[src/rtl/uart_rx_if.sv]
`default_nettype none
// ============================================================================
//  Module      : uart_rx_if
//  Description : Signal bundle between a UART receiver and its consumer.
//                master = receiver side (line and pop strobe in, byte and
//                status flags out); slave = the consumer side.
//  Signals     : in        - asynchronous UART line, idle high
//                read      - pop strobe
//                err_clr   - clears the sticky error flags
//                data      - FIFO head byte (valid only while valid=1)
//                valid     - FIFO not empty
//                frame_err - sticky: stop bit sampled low
//                overrun   - sticky: byte dropped because the FIFO was full
//  Revision    : 1.0 - initial release
// ============================================================================
interface uart_rx_if;
   logic       in;
   logic       read;
   logic       err_clr;
   logic [7:0] data;
   logic       valid;
   logic       frame_err;
   logic       overrun;

   modport master (
      input  in, read, err_clr,
      output data, valid, frame_err, overrun
   );

   modport slave (
      output in, read, err_clr,
      input  data, valid, frame_err, overrun
   );
endinterface
`default_nettype wire

[src/rtl/uart_rx.sv]
`default_nettype none
// ============================================================================
//  Module      : uart_rx
//  Description : Buffered 8n1 UART receiver, LSB first. The line is passed
//                through a 2-FF synchroniser, the frame is sampled at
//                mid-bit using an OVERSAMPLE-tick counter, and good bytes are
//                queued in a DEPTH-entry first-word-fall-through FIFO.
//  Parameters  : OVERSAMPLE - clk cycles per bit (even, >= 4)
//                DEPTH      - FIFO entries (power of 2, >= 2)
//  Ports       : clk - receiver clock (OVERSAMPLE x baud)
//                rst - synchronous active-high reset
//                bus - uart_rx_if.master (line, pop, error clear, byte, flags)
//  Revision    : 1.0 - initial release
// ============================================================================
module uart_rx #(
   parameter int OVERSAMPLE = 16,
   parameter int DEPTH      = 16
) (
   input  logic       clk,
   input  logic       rst,
   uart_rx_if.master  bus
);

   localparam int c_TW = $clog2(OVERSAMPLE);
   localparam int c_PW = $clog2(DEPTH);

   localparam logic [c_TW-1:0] c_tick_half = c_TW'(OVERSAMPLE/2 - 1);
   localparam logic [c_TW-1:0] c_tick_full = c_TW'(OVERSAMPLE - 1);
   localparam logic [c_PW:0]   c_depth_cnt = (c_PW+1)'(DEPTH);

   typedef enum logic [2:0] {
      S_IDLE  = 3'd0,
      S_START = 3'd1,
      S_DATA  = 3'd2,
      S_STOP  = 3'd3,
      S_BREAK = 3'd4
   } state_t;

   // ---------------------------------------------------------------- receiver
   logic            r_sync1;
   logic            r_sync2;
   state_t          r_state;
   state_t          w_state_nxt;
   logic [c_TW-1:0] r_tick;
   logic [c_TW-1:0] w_tick_nxt;
   logic [2:0]      r_bit;
   logic [2:0]      w_bit_nxt;
   logic [7:0]      r_shift;
   logic [7:0]      w_shift_nxt;
   logic            w_push;
   logic            w_frame_set;

   always_ff @(posedge clk) begin
      if (rst) begin
         r_sync1 <= 1'b1;
         r_sync2 <= 1'b1;
         r_state <= S_IDLE;
         r_tick  <= '0;
         r_bit   <= '0;
         r_shift <= '0;
      end else begin
         r_sync1 <= bus.in;
         r_sync2 <= r_sync1;
         r_state <= w_state_nxt;
         r_tick  <= w_tick_nxt;
         r_bit   <= w_bit_nxt;
         r_shift <= w_shift_nxt;
      end
   end

   always_comb begin
      w_state_nxt = r_state;
      w_tick_nxt  = r_tick;
      w_bit_nxt   = r_bit;
      w_shift_nxt = r_shift;
      w_push      = 1'b0;
      w_frame_set = 1'b0;
      case (r_state)
         S_IDLE: begin
            w_tick_nxt = '0;
            if (!r_sync2) w_state_nxt = S_START;
         end
         S_START: begin
            // Re-check the line at mid start bit to reject glitches.
            if (r_tick == c_tick_half) begin
               w_tick_nxt = '0;
               w_bit_nxt  = '0;
               w_state_nxt = r_sync2 ? S_IDLE : S_DATA;
            end else begin
               w_tick_nxt = r_tick + 1'b1;
            end
         end
         S_DATA: begin
            if (r_tick == c_tick_full) begin
               w_tick_nxt = '0;
               // Shift right so the first (LSB) bit ends up in bit 0.
               w_shift_nxt = {r_sync2, r_shift[7:1]};
               if (r_bit == 3'd7) w_state_nxt = S_STOP;
               else               w_bit_nxt   = r_bit + 1'b1;
            end else begin
               w_tick_nxt = r_tick + 1'b1;
            end
         end
         S_STOP: begin
            if (r_tick == c_tick_full) begin
               w_tick_nxt = '0;
               if (r_sync2) begin
                  w_push      = 1'b1;
                  w_state_nxt = S_IDLE;
               end else begin
                  w_frame_set = 1'b1;
                  w_state_nxt = S_BREAK;
               end
            end else begin
               w_tick_nxt = r_tick + 1'b1;
            end
         end
         S_BREAK: begin
            // Hold here until the line is released so a stuck-low line
            // cannot produce a stream of bogus frames.
            w_tick_nxt = '0;
            if (r_sync2) w_state_nxt = S_IDLE;
         end
         default: begin
            w_state_nxt = S_IDLE;
            w_tick_nxt  = '0;
         end
      endcase
   end

   // -------------------------------------------------------------------- FIFO
   logic [7:0]      r_mem [DEPTH];
   logic [c_PW-1:0] r_wr_ptr;
   logic [c_PW-1:0] r_rd_ptr;
   logic [c_PW:0]   r_count;
   logic            r_frame_err;
   logic            r_overrun;
   logic            w_valid;
   logic            w_full;
   logic            w_pop;
   logic            w_push_ok;
   logic            w_overrun_set;

   assign w_valid       = (r_count != '0);
   assign w_full        = (r_count == c_depth_cnt);
   assign w_pop         = bus.read & w_valid;
   // A pop in the same cycle frees the slot being written when full.
   assign w_push_ok     = w_push & (~w_full | w_pop);
   assign w_overrun_set = w_push & w_full & ~w_pop;

   always_ff @(posedge clk) begin
      if (w_push_ok) r_mem[r_wr_ptr] <= r_shift;
   end

   always_ff @(posedge clk) begin
      if (rst) begin
         r_wr_ptr    <= '0;
         r_rd_ptr    <= '0;
         r_count     <= '0;
         r_frame_err <= 1'b0;
         r_overrun   <= 1'b0;
      end else begin
         if (w_push_ok) r_wr_ptr <= r_wr_ptr + 1'b1;
         if (w_pop)     r_rd_ptr <= r_rd_ptr + 1'b1;
         if (w_push_ok && !w_pop)      r_count <= r_count + 1'b1;
         else if (!w_push_ok && w_pop) r_count <= r_count - 1'b1;
         // Set has priority over clear.
         r_frame_err <= w_frame_set   | (r_frame_err & ~bus.err_clr);
         r_overrun   <= w_overrun_set | (r_overrun   & ~bus.err_clr);
      end
   end

   assign bus.data      = r_mem[r_rd_ptr];
   assign bus.valid     = w_valid;
   assign bus.frame_err = r_frame_err;
   assign bus.overrun   = r_overrun;

endmodule
`default_nettype wire

[src/flat_wrapper.sv]
// flat-port wrapper written by rule: the top's interface ports become plain ports
module uart_rx_flat 
#(
   parameter int OVERSAMPLE = 16,
   parameter int DEPTH      = 16
)
  (clk, rst, bus_in, bus_read, bus_err_clr, bus_data, bus_valid, bus_frame_err, bus_overrun);
  uart_rx_if bus_i ();
  input  logic clk;
  input  logic rst;
  input wire logic [$bits(bus_i.in)-1:0] bus_in;
  input wire logic [$bits(bus_i.read)-1:0] bus_read;
  input wire logic [$bits(bus_i.err_clr)-1:0] bus_err_clr;
  output wire logic [$bits(bus_i.data)-1:0] bus_data;
  output wire logic [$bits(bus_i.valid)-1:0] bus_valid;
  output wire logic [$bits(bus_i.frame_err)-1:0] bus_frame_err;
  output wire logic [$bits(bus_i.overrun)-1:0] bus_overrun;
  assign bus_i.in = bus_in;
  assign bus_i.read = bus_read;
  assign bus_i.err_clr = bus_err_clr;
  assign bus_data = bus_i.data;
  assign bus_valid = bus_i.valid;
  assign bus_frame_err = bus_i.frame_err;
  assign bus_overrun = bus_i.overrun;
  uart_rx #(.OVERSAMPLE(OVERSAMPLE), .DEPTH(DEPTH)) u_core (.clk(clk), .rst(rst), .bus(bus_i));
endmodule
[config.mk]
export PLATFORM = sky130hd
export DESIGN_NAME = uart_rx_flat
export DESIGN_NICKNAME = d
export VERILOG_FILES = /design/src/rtl/uart_rx_if.sv /design/src/rtl/uart_rx.sv /design/src/flat_wrapper.sv
export SDC_FILE = /design/constraint.sdc
export NUM_CORES = 1
export LEC_CHECK = 0
export CAP_MARGIN = 5
export CORE_UTILIZATION = 31
export DETAILED_ROUTE_END_ITERATION = 7
export GPL_TIMING_DRIVEN = 0
export PLACE_DENSITY = 0.55
export SYNTH_ARGS = -nofsm -noshare
export SYNTH_HDL_FRONTEND = slang
export SYNTH_SLANG_ARGS = --single-unit
[constraint.sdc]
create_clock -name clk -period 7 [get_ports clk]
set_input_delay 1.4 -clock clk [delete_from_list [all_inputs] [get_ports clk]]
set_output_delay 1.4 -clock clk [all_outputs]
set_load 0.1 [all_outputs]
==> results of run 1 <==
[sequential cells by signal, summed over array words and instances, names as in the netlist, named ones only]
| register | cells |
|---|---|
| u_core.r_mem | 128 |
| u_core.r_shift | 8 |
| u_core.r_count | 5 |
| u_core.r_rd_ptr | 4 |
| u_core.r_tick | 4 |
| u_core.r_wr_ptr | 4 |
| u_core.r_bit | 3 |
| u_core.r_state | 3 |
| u_core.bus.frame_err | 1 |
| u_core.bus.overrun | 1 |
| u_core.r_sync1 | 1 |
| u_core.r_sync2 | 1 |
[placed cells by master, fill, tap and decap left out, drive strengths merged, types with 4 or more instances in the layout]
cell type	instances
a21oi	7
a22oi	17
and3	15
buf	10
clkbuf	32
clkdlybuf4s50	15
clkinvlp	4
dfxtp	39
edfxtp	128
ha	12
inv	11
mux2i	11
mux4	32
nand2	11
nand3	5
nor2	40
nor2b	10
nor4	4
o21ai	4
xor2	9
[kinds of logic (layout without fill, tap and decap cells)]
| group | after synthesis | after routing | synth area share |
|---|---|---|---|
| XOR/XNOR | 11 | 11 | 0.0143 |
| AO/OA/AOI/OAI | 38 | 38 | 0.0402 |
| adder cells (fa/ha/maj) | 13 | 13 | 0.0253 |
| multiplexers | 46 | 46 | 0.129 |
| flip-flops | 167 | 167 | 0.688 |
| buffers and inverters | 29 | 76 | 0.0205 |
| AND/OR/NAND/NOR | 107 | 107 | 0.0837 |
[layout make-up]
type | instances | area share
buffer | 22 | 0.0143
clock buffer | 20 | 0.0560
clock inverter | 12 | 0.0183
inverter | 7 | 0.00337
multi-input combinational | 215 | 0.252
sequential | 167 | 0.593
tap | 275 | 0.0441
timing repair buffer | 15 | 0.0192
[cell usage after synthesis (2+ instances only)]
master | number | area [um^2]
buf_2 | 5 | 25.0
or2_2 | 3 | 18.8
mux2i_1 | 11 | 110
edfxtp_1 | 128 | 3840
a21oi_1 | 7 | 35.0
o21ai_0 | 3 | 15.0
dfxtp_1 | 39 | 781
and3_1 | 15 | 93.8
buf_6 | 3 | 33.8
nand2b_1 | 3 | 18.8
buf_1 | 2 | 7.51
nand2_1 | 11 | 41.3
xnor2_1 | 2 | 17.5
o211ai_1 | 2 | 15.0
nor2b_1 | 10 | 62.6
a2111oi_0 | 2 | 17.5
and2_1 | 3 | 18.8
a22oi_1 | 17 | 128
inv_1 | 7 | 26.3
nor3_1 | 3 | 15.0
mux4_2 | 32 | 721
nand3b_1 | 2 | 15.0
mux2_2 | 2 | 22.5
xor2_1 | 9 | 78.8
ha_1 | 12 | 150
nor2_1 | 40 | 150
nor4_1 | 4 | 25.0
nand3_1 | 5 | 25.0
clkbuf_1 | 12 | 45.0
[power by group through the flow]
stage / clock network (uW) / logic, uW / registers [uW]
CTS: 938 / 709 / 1100
global route: 981 / 752 / 1100
floorplan: 0 / 564 / 1120
global placement: 0 / 700 / 1120
detailed placement: 0 / 707 / 1120
finish: 924 / 694 / 1100
[critical path, cell delays in order, from the launching register on]
cell	delay (ps)
dfxtp_1	320
clkbuf_1	280
buf_2	430
mux4_2	570
a22oi_1	280
nand2_1	130
clkdlybuf4s50_1	980
[worst max path at each step]
stage,endpoint,slack [ps],cells after the start
after floorplan,u_core.r_count[4]$_SDFFE_PP0P_,3390,10
after global placement,bus_data[6],2550,6
after detailed placement,bus_data[6],2570,6
after CTS,bus_data[6],2110,6
after global routing,bus_data[4],1930,6
final,bus_data[6],2170,6
[per-stage QoR]
stage	utilization	instance area, um^2	worst slack, ps	hold slack, ps
floorplan	-	6730	3390	389
global route	0.369	7800	1930	424
CTS	0.369	7800	2110	413
detailed placement	0.341	7220	2570	395
global placement	0.341	7220	2550	395
finish	0.369	7800	2170	411
[routing by layer]
metal | vias up | track usage | wire [um]
li1 | 1663 | - | -
met1 | 1799 | 0.180 | 6040
met2 | 82 | 0.202 | 6350
met3 | 7 | 0.0367 | 860
met4 | 0 | 0.0444 | 91
met5 | - | 0 | 0
==> flow_summary.yaml, run 1 <==
outcome:
  status: "finished, final reports clean"
critical_path:
  r2r-end: "u_core.r_count[4]$_SDFFE_PP0P_"
  cp.arrival_ps: 3430
  endpoint_kind: "primary output"
  reg2reg_slack_ps: 3730
  crit_fanout: 10
  r2r_start: "u_core.r_count[0]$_SDFFE_PP0P_"
  reg2reg_depth: 11
  cp.required_ps: 5600
  worst_setup_path_start_kind: "register"
  crit_type: "reg -> out"
cells_and_area:
  diodes: 0
  syn_to_final_growth_pct: 16.0
  fin_cells: 733
  final_net_count: 463
  nFillCells: 1982
  multi_input_area_mm2: 0.00196
  seqCellArea_mm2: 0.00462
  drive_gt1_frac: 0.170
clock_tree:
  clock_latency_ps: 430
  cts_hold_buffers: 0
  postCtsResizedCells: 0
  cts.path.max_buffers: 2
  cts_tree: "yes"
  cts_buffers: 17
  htree_levels: 4
  cts_setup_buffers: 0
  clkTransAtPathRegs_ps: 60
  cts_root_buf: "clkbuf_16"
  cts.sinks: 167
timing:
  max_freq_ghz: 0.207
  slew_headroom: 0.163
  fin_crit_sh: 0.690
  tightest_slew_ps: 1250
  finalClockSkew_ps: 17.8
  setup_viol: 0
  final.setup.tns_ps: 0
  rsz0062_at_grt: "no"
  report.final.hold_viol_count: 0
  min_period_ps: 4830
  slew_viol_final: 0
min_path:
  whs_path_depth: 1
  hold_end: "u_core.r_sync2$_SDFF_PP1_"
  hold_class: "reg -> reg"
  hp-start: "u_core.r_sync1$_SDFF_PP1_"
global_routing:
  grt_pass1_wl_um: 21200
  grt_pass1_vias: 3653
  grt_overflow_total: 0
  antenna_found_initial: 0
  grt_util_all_layers: 0.132
  grt_max_degree: 19
place:
  dp_cells: 701
  numPortBuffers: 15
  dp_hpwl_um: 8760
  globalplace.congestion: 0.791
pwr:
  power_frac_comb: 0.255
  seqPwrFrac: 0.405
  sw_frac_of_total: 0.308
  internal-power_uw: 1880
  p_leak_uw: 0.00263
  p_clk_frac: 0.340
  power.density_mw_per_mm2: 349
  switchingPower_uw: 837
  power.total_uw: 2720
  vdd_drop_max_uv: 363
die:
  dieArea_mm2: 0.0223
  io_pins: 16
  start_util: 0.318
  die_h_um: 149
  die_width_um: 149
  fp-row-count: 53
  coreArea_mm2: 0.0212
route:
  route.detailed.drc: 0
  drtPass1Iterations: 4
  avgRoutedWirePerCell_um: 18.2
  vias_per_cell: 4.84
  drt_iter0_drc: 210
  ant_nets: 0
  via_count: 3551
  wirelength_um: 13300
synth:
  syn_avg_cell_area_um2: 16.4
  synth_area_mm2: 0.00673
  ys_seq_area_frac: 0.687
  synth_edf_count: 128
  ys_types: 46
  postSynth.asyncResetShare: 0
  synth-seq-cells: 167
  synthCells: 411
  synth_flop_cell: "edfxtp_1"
  ys_warn_count: 0
  synth.net_count: 429
flow_run:
  maxCapViolations: 0
Power figures use the tool's default switching activity.
==> inputs of run 2 (changes only) <==
PLACE_DENSITY = 0.56   (was 0.55)
clock period = 4.2 ns   (was 7 ns; I/O delays follow)
==> run 2 against run 1 <==
Non-clock buffer count unchanged. Global-route usage about the same. Final area up 0.16%. Power increased by 67%. First-iteration DRC count down 11%. Sequential share of layout area shrank 0.095 points. Utilization rose by 0.059 points. Clock skew decreased by 11 ps. Register-to-register slack got worse by 2800 ps. Critical path type unchanged. Critical endpoint is now bus_data[0]. Highest routed layer unchanged.
==> flow_summary.yaml, run 2 (synthesis results as in run 1) <==
critical_path:
  cp.buffers_inverters: 3
  crit_fanout: 10
  critical_path.top_delay_family: "buffers and inverters"
  path_cells: "clkbuf_1 -> buf_2 -> mux4_2 -> a22oi_1 -> nand2_1 -> dlygate4sd2_1"
  cp.required_ps: 3360
  endpoint_kind: "primary output"
  r2r_start: "u_core.r_count[0]$_SDFFE_PP0P_"
  max_stage_delay_ps: 600
  r2r-end: "u_core.r_count[4]$_SDFFE_PP0P_"
  worst_setup_path_start_kind: "register"
  cp.arrival_ps: 3010
  reg2reg_depth: 11
  crit_type: "reg -> out"
  crit_slowest_cell: "dlygate4sd2_1"
  reg2reg_slack_ps: 940
  cp_num_cells: 6
global_routing:
  antenna_found_initial: 0
  grt_pass1_vias: 3632
  grt_util_all_layers: 0.132
  grt_pass1_wl_um: 20900
  grt_max_degree: 19
  grt_overflow_total: 0
die:
  coreArea_mm2: 0.0212
  io_pins: 16
  die_width_um: 149
  start_util: 0.318
  die_h_um: 149
  fp-row-count: 53
  dieArea_mm2: 0.0223
cells_and_area:
  largest_register_ffs: 128
  final_cell_mix: "128 x edfxtp_1, 40 x nor2_1, 39 x dfxtp_1, 32 x mux4_2"
  final_net_count: 463
  syn_to_final_growth_pct: 16.1
  drive_gt1_frac: 0.172
  nFillCells: 1980
  regMostFlops: "u_core.r_mem"
  diodes: 0
  top_regs: "u_core.r_mem: 128 flops, u_core.r_shift: 8 flops, u_core.r_count: 5 flops"
  layout_commonest_cell: "edfxtp_1"
  fin_cells: 733
clock_tree:
  cts_setup_buffers: 0
  cts.path.max_buffers: 2
  cts_tree: "yes"
  cts_root_buf: "clkbuf_16"
  htree_levels: 4
  cts_buffers: 17
  clkTransAtPathRegs_ps: 70
  clock_latency_ps: 430
  cts.sinks: 167
pwr:
  vdd_drop_max_uv: 599
  p_leak_uw: 0.00267
  p_clk_frac: 0.344
  power.density_mw_per_mm2: 581
  internal-power_uw: 3130
  sw_frac_of_total: 0.310
  switchingPower_uw: 1410
  power_frac_comb: 0.252
  seqPwrFrac: 0.404
place:
  dp_cells: 701
  dp_hpwl_um: 8780
  globalplace.congestion: 0.763
  place_ws_ps: 354
  numPortBuffers: 15
timing:
  min_period_ps: 3850
  final.setup.tns_ps: 0
  slew_viol_final: 0
  setup_viol: 0
  report.final.hold_viol_count: 0
  setup_slack_ps: 345
  slew_headroom: 0.172
  hold_ws_ps: 409
  max_freq_ghz: 0.259
  rsz0062_at_grt: "no"
  finalClockSkew_ps: 7.21
  fin_crit_sh: 0.918
  tightest_slew_ps: 1230
flow_run:
  maxCapViolations: 0
min_path:
  whs_path_depth: 1
  hp-start: "u_core.r_sync1$_SDFF_PP1_"
  hold_class: "reg -> reg"
  hold_end: "u_core.r_sync2$_SDFF_PP1_"
route:
  drtPass1Iterations: 4
  vias_per_cell: 4.77
  drt_iter0_drc: 187
  route.detailed.drc: 0
  ant_nets: 0
  avgRoutedWirePerCell_um: 18.1
  wirelength_um: 13300
  via_count: 3496
outcome:
  status: "finished, final reports clean"
[run 2: cell count changes in the layout (fill, tap and decap cells not counted), sizes merged]
cell	before	now
clkbuf	32	30
clkdlybuf4s50	15	7
clkinvlp	4	2
dlygate4sd2	0	6
clkinv	2	4
inv	11	13
dlymetal6s2s	0	2
[run 2: how the worst max path moves through the flow]
stage               startpoint                        endpoint  slack (ps)
global placement      register                     bus_data[3]         390
finish                register                     bus_data[0]         350
floorplan             bus_read  u_core.r_count[4]$_SDFFE_PP0P_        1150
global route          register                     bus_data[3]         170
detailed placement    register                     bus_data[3]         350
CTS                   register                     bus_data[4]          20
[run 2: repair_timing]
action,in CTS,in global routing
gates resized for setup,6,2
endpoints found under the setup margin,6,2
hold buffers,0,0
[run 2: through the flow]
| stage | util | total power, uW | cell area (um^2) |
|---|---|---|---|
| 6_report | 0.369 | 4540 | 7810 |
| 5_1_grt | 0.369 | 4740 | 7810 |
| 4_1_cts | 0.369 | 4600 | 7810 |
| 3_5_place_dp | 0.341 | 3050 | 7220 |
| 3_3_place_gp | 0.341 | 3040 | 7220 |
| 2_1_floorplan | - | 2800 | 6730 |
[run 2: area by class of cell]
| type | count | area, um^2 | area share |
|---|---|---|---|
| well taps | 275 | 344 | 0.0440 |
| repair buffers | 15 | 148 | 0.0189 |
| flip-flops and latches | 167 | 4620 | 0.592 |
| multi-input cells | 215 | 1960 | 0.251 |
| inverters | 7 | 26.3 | 0.00336 |
| clock inverters | 14 | 165 | 0.0211 |
| clock buffers | 18 | 429 | 0.0549 |
| plain buffers | 22 | 111 | 0.0143 |
[run 2: layer usage]
layer  routed length [um]  GRT usage  vias to the layer above
li1                     -          -                     1660
met1                 6180      0.172                     1767
met2                 6470      0.210                       61
met3                  448     0.0321                        8
met4                  160     0.0536                        0
met5                    0          0                        -
[run 2: power by group through the flow]
stage | clock [uW] | combinational, uW | sequential, uW
final | 1560 | 1140 | 1830
after floorplan | 0 | 940 | 1860
after detailed placement | 0 | 1180 | 1870
after global routing | 1670 | 1240 | 1840
after global placement | 0 | 1170 | 1870
after CTS | 1590 | 1170 | 1830
